===== config.mk =====
export PLATFORM = sky130hd
export DESIGN_NAME = pop_mode_controller
export DESIGN_NICKNAME = d
export VERILOG_FILES = /design/src/rtl/pop_mode_controller.sv
export SDC_FILE = /design/constraint.sdc
export NUM_CORES = 1
export LEC_CHECK = 0
export BUFFER_PORTS_ARGS = -buffer_cell sky130_fd_sc_hd__buf_2
export CAP_MARGIN = 20
export CORE_MARGIN = 10
export CORE_UTILIZATION = 56
export DETAILED_ROUTE_END_ITERATION = 8
export HOLD_SLACK_MARGIN = 0.08
export PLACE_DENSITY = 0.77
export SLEW_MARGIN = 15
export SYNTH_ARGS = -nofsm -noshare
export SYNTH_HDL_FRONTEND = slang
export SYNTH_SLANG_ARGS = --single-unit

===== constraint.sdc =====
create_clock -name clk -period 2.19 [get_ports clk]
set_input_delay 0.1095 -clock clk [delete_from_list [all_inputs] [get_ports clk]]
set_output_delay 0.1095 -clock clk [all_outputs]
set_load 0.02 [all_outputs]

===== src/rtl/pop_mode_controller.sv =====
// POP mode controller: debounced mode button steps modes 0..3 through an all-low guard interval.
// Optional feature: define POP_MODE_LOCK_EN to add the mode_lock input that blocks mode changes.
module pop_mode_controller #(
  parameter int unsigned DEBOUNCE_COUNT = 3,
  parameter int unsigned GUARD_CYCLES   = 25
) (
  input  logic       clk,
  input  logic       reset_n,
  input  logic       mode_button,
  input  logic       debounce_pulse,
  input  logic       slow_pulse,
  input  logic       fast_pulse,
  input  logic       pump_in,
  input  logic       probe_in,
  input  logic       mw_in,
  input  logic       sample_in,
`ifdef POP_MODE_LOCK_EN
  input  logic       mode_lock,
`endif
  output logic       pump,
  output logic       probe,
  output logic       mw,
  output logic       sample,
  output logic       led,
  output logic [1:0] mode,
  output logic       pop_reset
);

  localparam int unsigned CNT_W  = 4;
  localparam int unsigned GRD_W  = 8;
  localparam int unsigned MODE_W = 2;

  typedef enum logic {
    RUN   = 1'b0,
    GUARD = 1'b1
  } state_e;

  // Synchronisers and strobe edge register
  logic btn_meta_q, btn_sync_q;
  logic dbp_meta_q, dbp_sync_q, dbp_prev_q;
  logic strobe_c;

  // Debouncer
  logic             accepted_q, accepted_d;
  logic [CNT_W-1:0] match_cnt_q, match_cnt_d;
  logic             armed_q, armed_d;
  logic             press_q, press_d;
  logic             press_ok_c;

  // Mode FSM
  state_e              state_q, state_d;
  logic [MODE_W-1:0]   mode_q, mode_d;
  logic [MODE_W-1:0]   pending_q, pending_d;
  logic [GRD_W-1:0]    guard_cnt_q, guard_cnt_d;

  // Output registers
  logic pump_q, pump_d;
  logic probe_q, probe_d;
  logic mw_q, mw_d;
  logic sample_q, sample_d;
  logic led_q, led_d;
  logic pop_reset_q, pop_reset_d;

  always_ff @(posedge clk or negedge reset_n) begin
    if (!reset_n) begin
      btn_meta_q <= 1'b1;
      btn_sync_q <= 1'b1;
      dbp_meta_q <= 1'b0;
      dbp_sync_q <= 1'b0;
      dbp_prev_q <= 1'b0;
    end else begin
      btn_meta_q <= mode_button;
      btn_sync_q <= btn_meta_q;
      dbp_meta_q <= debounce_pulse;
      dbp_sync_q <= dbp_meta_q;
      dbp_prev_q <= dbp_sync_q;
    end
  end

  assign strobe_c = dbp_sync_q & ~dbp_prev_q;

`ifdef POP_MODE_LOCK_EN
  logic lock_meta_q, lock_sync_q;

  always_ff @(posedge clk or negedge reset_n) begin
    if (!reset_n) begin
      lock_meta_q <= 1'b0;
      lock_sync_q <= 1'b0;
    end else begin
      lock_meta_q <= mode_lock;
      lock_sync_q <= lock_meta_q;
    end
  end

  assign press_ok_c = press_q & ~lock_sync_q;
`else
  assign press_ok_c = press_q;
`endif

  // Press events need a released level seen since reset, so a button held through reset stays silent
  always_comb begin
    accepted_d  = accepted_q;
    match_cnt_d = match_cnt_q;
    armed_d     = armed_q;
    press_d     = 1'b0;
    if (strobe_c) begin
      if (btn_sync_q) begin
        armed_d = 1'b1;
      end
      if (btn_sync_q == accepted_q) begin
        match_cnt_d = '0;
      end else if (match_cnt_q + CNT_W'(1) == CNT_W'(DEBOUNCE_COUNT)) begin
        accepted_d  = btn_sync_q;
        match_cnt_d = '0;
        press_d     = ~btn_sync_q & armed_q;
      end else begin
        match_cnt_d = match_cnt_q + CNT_W'(1);
      end
    end
  end

  always_ff @(posedge clk or negedge reset_n) begin
    if (!reset_n) begin
      accepted_q  <= 1'b1;
      match_cnt_q <= '0;
      armed_q     <= 1'b0;
      press_q     <= 1'b0;
    end else begin
      accepted_q  <= accepted_d;
      match_cnt_q <= match_cnt_d;
      armed_q     <= armed_d;
      press_q     <= press_d;
    end
  end

  // Mode FSM: presses during GUARD fall through unhandled
  always_comb begin
    state_d     = state_q;
    mode_d      = mode_q;
    pending_d   = pending_q;
    guard_cnt_d = guard_cnt_q;
    case (state_q)
      RUN: begin
        if (press_ok_c) begin
          pending_d   = mode_q + MODE_W'(1);
          guard_cnt_d = GRD_W'(GUARD_CYCLES - 1);
          state_d     = GUARD;
        end
      end
      GUARD: begin
        if (guard_cnt_q == '0) begin
          state_d = RUN;
          mode_d  = pending_q;
        end else begin
          guard_cnt_d = guard_cnt_q - GRD_W'(1);
        end
      end
    endcase
  end

  always_ff @(posedge clk or negedge reset_n) begin
    if (!reset_n) begin
      state_q     <= RUN;
      mode_q      <= '0;
      pending_q   <= '0;
      guard_cnt_q <= '0;
    end else begin
      state_q     <= state_d;
      mode_q      <= mode_d;
      pending_q   <= pending_d;
      guard_cnt_q <= guard_cnt_d;
    end
  end

  // Outputs follow the next state so guard-low starts on the edge that enters GUARD
  always_comb begin
    pump_d      = 1'b0;
    probe_d     = 1'b0;
    mw_d        = 1'b0;
    sample_d    = 1'b0;
    led_d       = 1'b0;
    pop_reset_d = 1'b1;
    if (state_d == RUN) begin
      case (mode_d)
        2'd0: begin
          led_d    = slow_pulse;
          probe_d  = 1'b1;
          sample_d = 1'b1;
        end
        2'd1: begin
          led_d       = 1'b1;
          pump_d      = pump_in;
          probe_d     = probe_in;
          mw_d        = mw_in;
          sample_d    = sample_in;
          pop_reset_d = 1'b0;
        end
        2'd2: begin
          led_d    = fast_pulse;
          sample_d = 1'b1;
        end
        2'd3: begin
          pump_d = 1'b1;
        end
      endcase
    end
  end

  always_ff @(posedge clk or negedge reset_n) begin
    if (!reset_n) begin
      pump_q      <= 1'b0;
      probe_q     <= 1'b1;
      mw_q        <= 1'b0;
      sample_q    <= 1'b1;
      led_q       <= 1'b0;
      pop_reset_q <= 1'b1;
    end else begin
      pump_q      <= pump_d;
      probe_q     <= probe_d;
      mw_q        <= mw_d;
      sample_q    <= sample_d;
      led_q       <= led_d;
      pop_reset_q <= pop_reset_d;
    end
  end

  assign pump      = pump_q;
  assign probe     = probe_q;
  assign mw        = mw_q;
  assign sample    = sample_q;
  assign led       = led_q;
  assign mode      = mode_q;
  assign pop_reset = pop_reset_q;

endmodule


==> impl_results.md, run 1 <==
- Post-CTS Resized: 0
- GRT Util Overall: 12.6%
- Sw frac: 37.5%
- Worst min path class: primary input to register
- Top-count cell post-synth: dfrtp_1
- Die Y: 71.0 µm
- Number of global-route vias before repair: about 1100
- Input/output buffers: 17
- Place WS: 0.312 ns
- Layout cells sized above 1: 25.2%
- Mux share of post-synthesis cell area: 2.92%
- Comb pwr share: 34.0%
- Clock network power share: 17.3%
- Share of the synthesized area in the top cell type: 42.9%
- Sequential cell area fraction in the yosys report: 53.7%
- Max-cap viol count: 0
- Crit path from: guard_cnt_q[0]
- Drt wl/cell: 15.4 µm
- Dpl hpwl: roughly 2.2 mm
- Synth Area in Adders: under 10%
- Int Pwr: 1.22 mW
- Switching Power: around 0.74 mW
- First drt pass iteration count: 4
- Delay-heaviest family, CP: compound AO/OA/AOI/OAI gates
- Seq pwr share: 48.7%
- Residual DRC count: 0
- Ports: 18
- Main combinational cell family by area after synthesis: simple AND/OR/NAND/NOR gates
- Area growth syn-to-layout: 16.0%
- # H-tree levels: 2
- Asr flop ratio synth: 100%
- CTS tree: yes
- Largest net degree at the start of global routing: 32
- Final setup fails: 0
- Simple-gate share of the synthesized area: 17.6%
- Relative slew slack: between 50 and 60%
- Prevailing post-synth register cell: dfrtp_1
- Total negative slack: 0 ns
- Root Driver: clkbuf_4
- Setup ws final: 0.258 ns
- Commonest cells post-synth: dfrtp_1 (25), nand2_1 (14), o21ai_0 (12), nor2_1 (8)
- Critical path arrival: 2.14 ns
- Reg-to-Reg Start: guard_cnt_q[0]
- Pwr dens: 1160 nW/µm²
- Clock Sinks: 31
- Highest-delay cell along the critical path: o2111ai_1
- Crit-path max cell delay: 0.42 ns
- Synthesis-stage register bit count: 31
- Post-synthesis xor/xnor area fraction: 3.00%
- Initial detailed-routing violation count: 44
- Startpoint types: register
- Antenna viol nets, final: 0
- Clk buf depth: 2
- Fillers: 207
- Gpl congestion: around 0.86
- EDFF count, synth: 0
- Final core occ: 68.2%
- Unrepaired setup endpoints after global routing: false
- Num CTS Buffers: 5
- Worst slew pin tran: 0.669 ns
- Synth area leader: dfrtp_1
- CP Max Fanout: 5
- First-pass GRT wire length: 5.04 mm
- Fin nets: 176
- DIE AREA: 5040 µm²
- Vias/cell: 5.72
- Critical Path End Type: register
- Final Max Slew Viols: 0
- HP Start: slow_pulse
- Synth area leaders: dfrtp_1 (43%), dfstp_2 (11%), o21ai_0 (4.1%)
- Post-synth design cell area: 1460 µm²
- Hold_buf cts: 5
- Synth warnings: 0
- Ant diodes: 0
- DRT Wirelength: 2.98 mm
- Die Span X: 71.0 µm
- # Post-CTS Setup Buffers: 0
- Peak supply drop: 0.000864 V
- Worst-Skew Late Latency: 0.33 ns
- Syn avg cell area: 10.9 µm²
- Clock slew seen by the registers of the worst setup and hold paths: approximately 0.090 ns
- CP required: ~2.4 ns
- Antenna violations before repair: 0
- Final hold vios: 0
- Post-Syn Nets: 148
- Run status: complete, no violations
- Cells after Synth: about 130
- Initial core utilization: between 50% and 60%
- Fin crit share: between 80 and 90%
- Critical path buffers and inverters: 1
- Routed vias: between 1000 and 1500
- Fin crit period: just under 2 ns
- # rows: 18
- Yosys cell types: 38
- CORE AREA: 2480 µm²
- Clk_skew: 0.00776 ns
- Setup CP Type: register to register
- CP cell instances: inv_1 -> ha_1 -> or3b_4 -> o2111ai_1 -> o311ai_0 -> o41ai_1
- LEAKAGE: 0.764 nW
- Post-synthesis compound-gate area fraction: 17.3%
- GRT overflow: 0
- Fin Hold WS: 0.122 ns
- Fmax: 518 MHz
[per-stage QoR]
| stage | cells | power, mW | instance area [µm²] |
|---|---|---|---|
| 2_1_floorplan | 134 | 1.42 | 1460 |
| 5_1_grt | 193 | 2.12 | 1690 |
| 3_3_place_gp | 180 | 1.58 | 1580 |
| 6_report | 193 | 1.96 | 1690 |
| 3_5_place_dp | 180 | 1.63 | 1580 |
| 4_1_cts | 193 | 1.98 | 1690 |
[sequential cells by signal, indices dropped and copies added (netlist names), 2 cells and up]
| register | cells |
|---|---|
| pending_q | 2 |
| match_cnt_q | 4 |
| guard_cnt_q | 8 |
| mode | 2 |
[kinds of logic after synthesis]
kind of cell | count (synthesis)
buf+inv | 8
fa+ha+maj | 4
simple gates | 45
compound gates | 37
xor+xnor | 5
mux | 4
flops | 31
[cells in the final DEF, fill, tap and decap left out, drive strengths merged, types with 5 or more instances in the layout]
master        n
dfstp         6
dfrtp        25
a21oi         5
dlygate4sd3   5
inv           6
o21ai        12
buf          18
nor2          8
nand2        14
clkbuf        7
[worst min-delay path, cell delays in order]
cell     delay (ns)
buf_2          0.10
o31ai_1        0.06
o21ai_0        0.15
[metal layers]
metal	vias up	global-route usage, %	share of wire, %
met3	8	5.72	5.8
met5	-	0	0
met1	525	13.4	41
met2	23	20.9	51
met4	0	5.81	2.2
li1	547	-	-
[layout make-up]
cell class	instances	area (µm²)	area share (%)
Tap cell	30	37.5	2.22
Multi-Input combinational cell	95	644	38.1
Clock buffer	7	55.1	3.26
Clock inverter	1	5.00	0.296
Sequential cell	31	783	46.3
Inverter	6	22.5	1.33
Timing Repair Buffer	23	143	8.44
[worst paths after layout]
| check | slack, ns | to | cells after the start |
|---|---|---|---|
| min in group asynchronous | 0.34 | match_cnt_q[3] | 2 |
| min reg2reg | 0.36 | btn_sync_q | 0 |
| min | 0.12 | led | 3 |
| max in group asynchronous | 1.41 | mode[0] | 2 |
| max reg2reg | 0.26 | guard_cnt_q[5] | 6 |
| max | 0.26 | guard_cnt_q[5] | 6 |
[power groups by stage]
stage	clock, mW	sequential, mW	combinational, mW
after floorplan	0	0.964	0.456
after global placement	0	0.953	0.623
after detailed placement	0	0.964	0.665
after CTS	0.353	0.954	0.672
after global routing	0.377	0.992	0.752
final	0.339	0.955	0.666
(Power assumes the default switching activity.)
==> run 2, diff against run 1 <==
--- a/config.mk
+++ b/config.mk
@@ -5,6 +5,7 @@
 export SDC_FILE = /design/constraint.sdc
 export NUM_CORES = 1
 export LEC_CHECK = 0
+export ABC_AREA = 1
 export BUFFER_PORTS_ARGS = -buffer_cell sky130_fd_sc_hd__buf_2
 export CAP_MARGIN = 20
 export CORE_MARGIN = 10
@@ -12,6 +13,7 @@
 export DETAILED_ROUTE_END_ITERATION = 8
 export HOLD_SLACK_MARGIN = 0.08
 export PLACE_DENSITY = 0.77
+export SKIP_CTS_REPAIR_TIMING = 1
 export SLEW_MARGIN = 15
 export SYNTH_ARGS = -nofsm -noshare
 export SYNTH_HDL_FRONTEND = slang
==> run 2 against run 1 <==
Effect of this change: clock skew rose by 0.013 ns; flip-flop and latch count did not move; clock power rose by 39%; area after synthesis rose by 2.3%; critical path depth rose by 2; worst hold slack got worse by 0.013 ns; global-route usage fell by 0.23 points; first-iteration DRC count rose by 120%; largest cell class unchanged; largest power group unchanged.
==> impl_results.md, run 2 <==
- Ports: 18 (unchanged)
- CORE AREA: 2500 µm² (+0.91%)
- Reg-to-reg slack, setup: 0.53 ns (+0.28 ns)
- Reg with most FFs: guard_cnt_q
- Die Span X: 71.6 µm (+0.82%)
- Fin nets: 201 (+14%)
- Yosys cell types: 25 (-34%)
- Number of global-route vias before repair: 1155 (+6.2%)
- Worst min path class: primary input to register
- Synth warnings: 0 (unchanged)
- Startpoint types: register
- Largest net degree at the start of global routing: 32 (unchanged)
- HP Start: slow_pulse
- Max reg flops: 8 (unchanged)
- Synthesis-stage register bit count: 31 (unchanged)
- Die Y: 71.6 µm (+0.82%)
- Final setup fails: 0 (unchanged)
- Prevailing post-synth register cell: dfrtp_1
- Synth area leader: dfrtp_1
- Worst slew pin tran: 0.658 ns (-0.0110 ns)
- Place WS: 0.532 ns (+0.220 ns)
- Final core occ: 70.5% (+2.2 points)
- Clk_skew: 0.0210 ns (+0.0133 ns)
- Critical path buffers and inverters: 1 (unchanged)
- Fmax: 604 MHz (+17%)
- Routed vias: 1140 (+3.4%)
- # rows: 18 (unchanged)
- DP Cell Count: 202 (+12%)
- Dpl hpwl: 2.10 mm (-6.0%)
- Fillers: 192 (-7.2%)
- CP Max Fanout: 14 (+9)
- Critical path arrival: 1.94 ns (-0.20 ns)
- Drt wl/cell: 13.3 µm (-13%)
- Initial core utilization: 59.7% (+0.82 points)
- Clock Sinks: 31 (unchanged)
- GRT Util Overall: 12.4% (-0.23 points)
- Setup CP Type: register to register
- Input/output buffers: 17 (unchanged)
- Setup ws final: 0.534 ns (+0.276 ns)
- Area growth syn-to-layout: 18.1%
- Hold Path Cell Cnt: 5 (+2)
- Multi-input logic area: 618 µm² (-4.1%)
- Sequential cell area fraction in the yosys report: 52.5% (-1.2 points)
- Share of the synthesized area in the top cell type: 41.9% (-0.97 points)
- Delay-heaviest family, CP: simple AND/OR/NAND/NOR gates
- Design area: 1760 µm² (+4.2%)
- Fin Hold WS: 0.108 ns (-0.0134 ns)
- Relative slew slack: 56.2% (+0.74 points)
- Num CTS Buffers: 5 (unchanged)
- Syn avg cell area: 9.50 µm² (-13%)
- # H-tree levels: 2 (unchanged)
- Worst-Skew Late Latency: 0.34 ns (about the same)
- GRT overflow: 0 (unchanged)
- Post-Syn Nets: 171 (+16%)
- Critical Path End Type: register
- Fin crit share: 75.6% (-13 points)
- Ant diodes: 0 (unchanged)
- Run status: complete, no violations
- LEAKAGE: 0.857 nW (+12%)
- Highest-delay cell along the critical path: dfrtp_1
- EDFF count, synth: 0 (unchanged)
- DIE AREA: 5130 µm² (+1.7%)
- Total negative slack: 0 ns (unchanged)
- First drt pass iteration count: 5 (+1)
- Clk buf depth: 2 (unchanged)
- Max-cap viol count: 0 (unchanged)
- Finished Layout Cells: 218 (+13%)
- Vias/cell: 5.23 (-8.5%)
- Commonest non-fill, non-tap cells in the layout: nand2_1 (28), dfrtp_1 (25), inv_1 (17), buf_2 (17), nand3_1 (16)
- Clock slew seen by the registers of the worst setup and hold paths: 0.11 ns (+0.02 ns)
- First-pass GRT wire length: 5.16 mm (+2.3%)
- Post-synth design cell area: 1490 µm² (+2.3%)
- Pwr dens: 1170 nW/µm² (+1.1%)
- Initial detailed-routing violation count: 98 (+120%)
- Asr flop ratio synth: 100% (unchanged)
- Commonest non-fill, non-tap cell in the layout: nand2_1
- Pwr Total: 2.06 mW (+5.3%)
- CTS tree: yes
- Top-count cell post-synth: nand2_1
- Unrepaired setup endpoints after global routing: false
- Fin crit period: 1.66 ns (-0.276 ns)
- Register area: 783 µm² (unchanged)
- Gpl congestion: 0.863 (about the same)
- Antenna viol nets, final: 0 (unchanged)
- Crit-path max cell delay: 0.37 ns (-0.05 ns)
- CP cell instances: inv_1 -> ha_1 -> nand2_2 -> o21ai_2 -> nand2_2 -> nand2_1 -> nand2_1 -> a21oi_1
- Commonest cells post-synth: nand2_1 (28), dfrtp_1 (25), inv_1 (17), nand3_1 (16), nor2_1 (14)
- Peak supply drop: 0.000879 V (+1.8%)
- Antenna violations before repair: 0 (unchanged)
- Post-DP Area: 1600 µm² (+0.95%)
- Synth area leaders: dfrtp_1 (42%), dfstp_2 (11%), nand2_1 (7.0%)
- Reg2reg end: guard_cnt_q[2]
- R2R depth: 8 (+2)
- Layout cells sized above 1: 29.8% (+4.6 points)
- Hold endpoint: led
- Root Driver: clkbuf_4
- Final hold vios: 0 (unchanged)
- Top Registers: guard_cnt_q: 8 flops, match_cnt_q: 4 flops
- Reg-to-Reg Start: guard_cnt_q[0]
- Final Max Slew Viols: 0 (unchanged)
- Cells after Synth: 157 (+17%)
- Residual DRC count: 0 (unchanged)
- DRT Wirelength: 2.91 mm (-2.3%)
- CP required: 2.47 ns (+0.07 ns)
==> run 2: routing by layer <==
metal  track usage [%]  up-vias  share of wire (%)
li1                  -      562                  -
met1              13.3      541                 43
met2              20.9       32                 48
met3              5.37        5                7.6
met4              4.73        0                1.7
met5                 0        -                  0
==> run 2: cells by family (layout without fill, tap and decap cells) <==
kind of cell	after synthesis	in the layout	share of synthesized area (%)
XOR/XNOR	5	5	2.94
flip-flops	31	31	52.5
buffers and inverters	21	52	6.04
AO/OA/AOI/OAI	16	16	6.88
AND/OR/NAND/NOR	80	80	28.3
adder cells (fa/ha/maj)	4	4	3.36
==> run 2: layout make-up <==
class,instances,share of cell area [%]
clock buffers,6,2.91
flip-flops and latches,31,44.5
well taps,30,2.13
clock inverters,2,1.99
repair buffers,25,9.37
inverters,19,4.05
multi-input cells,105,35.1
==> run 2: how the worst max path moves through the flow <==
stage / start / end / slack (ns) / cells after the start
after floorplan: guard_cnt_q[0] / guard_cnt_q[3] / 0.71 / 8
final: guard_cnt_q[0] / guard_cnt_q[2] / 0.53 / 8
after global routing: guard_cnt_q[0] / guard_cnt_q[4] / 0.39 / 7
after CTS: guard_cnt_q[0] / guard_cnt_q[2] / 0.53 / 8
after detailed placement: guard_cnt_q[0] / guard_cnt_q[2] / 0.53 / 8
after global placement: guard_cnt_q[0] / guard_cnt_q[2] / 0.60 / 8
==> run 2: worst reg2reg max path, delay by kind of cell, from the launching register on <==
family,cells,cell delay (ns)
adders and majority gates,1,0.24
and+or+nand+nor,4,0.50
DFF,1,0.37
buffers and inverters,1,0.21
AOI/OAI and AO/OA,2,0.30
==> run 2: power by group <==
part / total [mW] / internal, mW / switching [mW]
registers: 0.837 / 0.720 / 0.117
clock network: 0.471 / 0.270 / 0.201
logic: 0.756 / 0.266 / 0.490
==> run 3, diff against run 2 <==
--- a/config.mk
+++ b/config.mk
@@ -5,14 +5,14 @@
 export SDC_FILE = /design/constraint.sdc
 export NUM_CORES = 1
 export LEC_CHECK = 0
-export ABC_AREA = 1
+export ABC_AREA = 0
 export BUFFER_PORTS_ARGS = -buffer_cell sky130_fd_sc_hd__buf_2
 export CAP_MARGIN = 20
 export CORE_MARGIN = 10
-export CORE_UTILIZATION = 56
+export CORE_UTILIZATION = 51
 export DETAILED_ROUTE_END_ITERATION = 8
 export HOLD_SLACK_MARGIN = 0.08
-export PLACE_DENSITY = 0.77
+export PLACE_DENSITY = 0.74
 export SKIP_CTS_REPAIR_TIMING = 1
 export SLEW_MARGIN = 15
 export SYNTH_ARGS = -nofsm -noshare
==> constraint.sdc (replaced) <==
create_clock -name clk -period 1.5 [get_ports clk]
set_input_delay 0.075 -clock clk [delete_from_list [all_inputs] [get_ports clk]]
set_output_delay 0.075 -clock clk [all_outputs]
set_load 0.02 [all_outputs]
==> run 3 against run 2 <==
Effect of this change: the run now ends with negative setup slack left; clock skew decreased by 0.011 ns; utilization increased by 2.6 points; maximum frequency decreased by 8.0%; register-to-register slack got worse by 0.83 ns; flip-flop and latch count unchanged; critical endpoint is now guard_cnt_q[0]; highest routed layer unchanged.
==> impl_results.md, run 3 (synthesized netlist as in run 1, its figures left out) <==
- Fillers: 191 (-0.52%)
- Highest-delay cell along the critical path: dfrtp_1
- CORE AREA: 2730 µm² (+9.4%)
- M3 GR Usage: 6.19% (+0.82 points)
- Dpl hpwl: 2.11 mm (+0.52%)
- CP required: 1.75 ns (-0.72 ns)
- Commonest non-fill, non-tap cells in the layout: dfrtp_1 (25), buf_2 (17), buf_4 (17), nand2_1 (13), o21ai_0 (10)
- CP Max Fanout: 3 (-11)
- Worst min path class: primary input to register
- Worst slew pin tran: 0.661 ns (+0.00288 ns)
- Gpl congestion: 0.841 (-2.5%)
- Residual DRC count: 0 (unchanged)
- GR peak layer: met2
- Multi-input logic area: 752 µm² (+22%)
- CP cell instances: inv_2 -> ha_4 -> or3b_4 -> or3_4 -> xnor2_1 -> a22o_1
- Area growth syn-to-layout: 37.1%
- Ant diodes: 0 (unchanged)
- Die Span X: 73.5 µm (+2.6%)
- Drt wl/cell: 16.0 µm (+20%)
- Critical path arrival: 2.05 ns (+0.11 ns)
- Peak supply drop: 0.00122 V (+39%)
- First drt pass iteration count: 4 (-1)
- Clk_skew: 0.0103 ns (-0.0108 ns)
- Fin nets: 197 (-2.0%)
- Unrepaired setup endpoints after global routing: true
- Vias/cell: 5.67 (+8.3%)
- LEAKAGE: 0.888 nW (+3.6%)
- Setup CP Type: register to register
- Die Y: 73.5 µm (+2.6%)
- Run status: finished with violations
- GR met1 Demand/Resource: 14.2% (+0.83 points)
- Antenna violations before repair: 0 (unchanged)
- Clock slew seen by the registers of the worst setup and hold paths: 0.10 ns (about the same)
- Fin crit period: 1.80 ns (+0.144 ns)
- DRT Wirelength: 3.44 mm (+18%)
- First-pass GRT wire length: 5.05 mm (-2.2%)
- Largest net degree at the start of global routing: 32 (unchanged)
- Final setup fails: 11 (+11)
- Reg-to-reg slack, setup: -0.30 ns (-0.83 ns)
- Failing checks: negative setup slack
- Pwr dens: 1820 nW/µm² (+56%)
- Finished Layout Cells: 215 (-1.4%)
- Final core occ: 73.1% (+2.6 points)
- Worst-Skew Late Latency: 0.35 ns (about the same)
- Number of global-route vias before repair: 1130 (-2.2%)
- Startpoint types: register
- Initial core utilization: 53.3% (-6.3 points)
- Critical Path End Type: register
- Num CTS Buffers: 5 (unchanged)
- Reg with most FFs: guard_cnt_q
- Max-cap viol count: 0 (unchanged)
- Ports: 18 (unchanged)
- Max reg flops: 8 (unchanged)
- # H-tree levels: 2 (unchanged)
- Final hold vios: 0 (unchanged)
- Met2 Track Usage GR: 17.2% (-3.6 points)
- Final Max Slew Viols: 0 (unchanged)
- GRT overflow: 0 (unchanged)
- Top Registers: guard_cnt_q: 8 flops, match_cnt_q: 4 flops
- Fin crit share: 120% (+44 points)
- Clk buf depth: 2 (unchanged)
- Root Driver: clkbuf_4
- Layout cells sized above 1: 44.0% (+14 points)
- Clock Sinks: 31 (unchanged)
- Antenna viol nets, final: 0 (unchanged)
- Initial detailed-routing violation count: 105 (+7.1%)
- # rows: 19 (+1)
- Crit-path max cell delay: 0.41 ns (+0.04 ns)
- CTS tree: yes
- Setup ws final: -0.300 ns (-0.834 ns)
- Fmax: 556 MHz (-8.0%)
- DIE AREA: 5400 µm² (+5.2%)
- Input/output buffers: 17 (unchanged)
- Commonest non-fill, non-tap cell in the layout: dfrtp_1
- Relative slew slack: 56.0% (-0.19 points)
- DP Cell Count: 197 (-2.5%)
- Register area: 783 µm² (unchanged)
- Routed vias: 1218 (+6.8%)
- GRT Util Overall: 11.9% (-0.43 points)
==> run 3: critical path, delay by kind of cell, from the launching register on <==
kind                       cells  cell delay [ns]
AOI/OAI and AO/OA              1             0.17
DFF                            1             0.41
xor gates and xnor gates       1             0.14
buffers and inverters          1             0.09
and+or+nand+nor                2             0.76
adders and majority gates      1             0.13
==> run 3: power by group <==
part,total (mW),internal (mW),switching [mW]
clock,0.693,0.393,0.299
combinational,1.64,0.824,0.812
sequential,1.31,1.10,0.211
==> run 3: final cells by class <==
class,instances,area share [%]
sequential,31,39.2
clock inverter,2,1.75
multi-input combinational,95,37.6
inverter,6,1.13
tap,31,1.94
timing repair buffer,44,15.8
clock buffer,6,2.57
==> run 3: routing by layer <==
metal | up-vias | part of all wire [%]
met5 | - | 0
met4 | 0 | 1.7
met3 | 7 | 7.5
met2 | 30 | 48
met1 | 597 | 43
li1 | 584 | -
==> run 3: path summary, 6_finish.rpt <==
check / start / endpoint / depth (start not counted)
max: guard_cnt_q[0] / guard_cnt_q[0] / 6
min: fast_pulse / led / 5
max reg2reg: guard_cnt_q[0] / guard_cnt_q[0] / 6
min reg2reg: dbp_meta_q / dbp_sync_q / 0
max in group asynchronous: reset_n / dbp_sync_q / 2
min in group asynchronous: reset_n / led / 2
==> run 3: through the flow <==
| stage | setup slack (ns) | setup TNS (ns) | hold WS [ns] | power, mW | area [µm²] |
|---|---|---|---|---|---|
| final | -0.300 | -1.75 | 0.0982 | 3.64 | 2000 |
| after global routing | -0.362 | -2.50 | 0.120 | 3.90 | 2000 |
| after CTS | -0.298 | -1.67 | -0.231 | 3.37 | 1790 |
| after detailed placement | -0.270 | -1.21 | 0.145 | 2.67 | 1700 |
| after global placement | -0.226 | -0.992 | 0.137 | 2.60 | 1700 |
| after floorplan | -0.229 | -0.910 | -0.221 | 2.08 | 1460 |
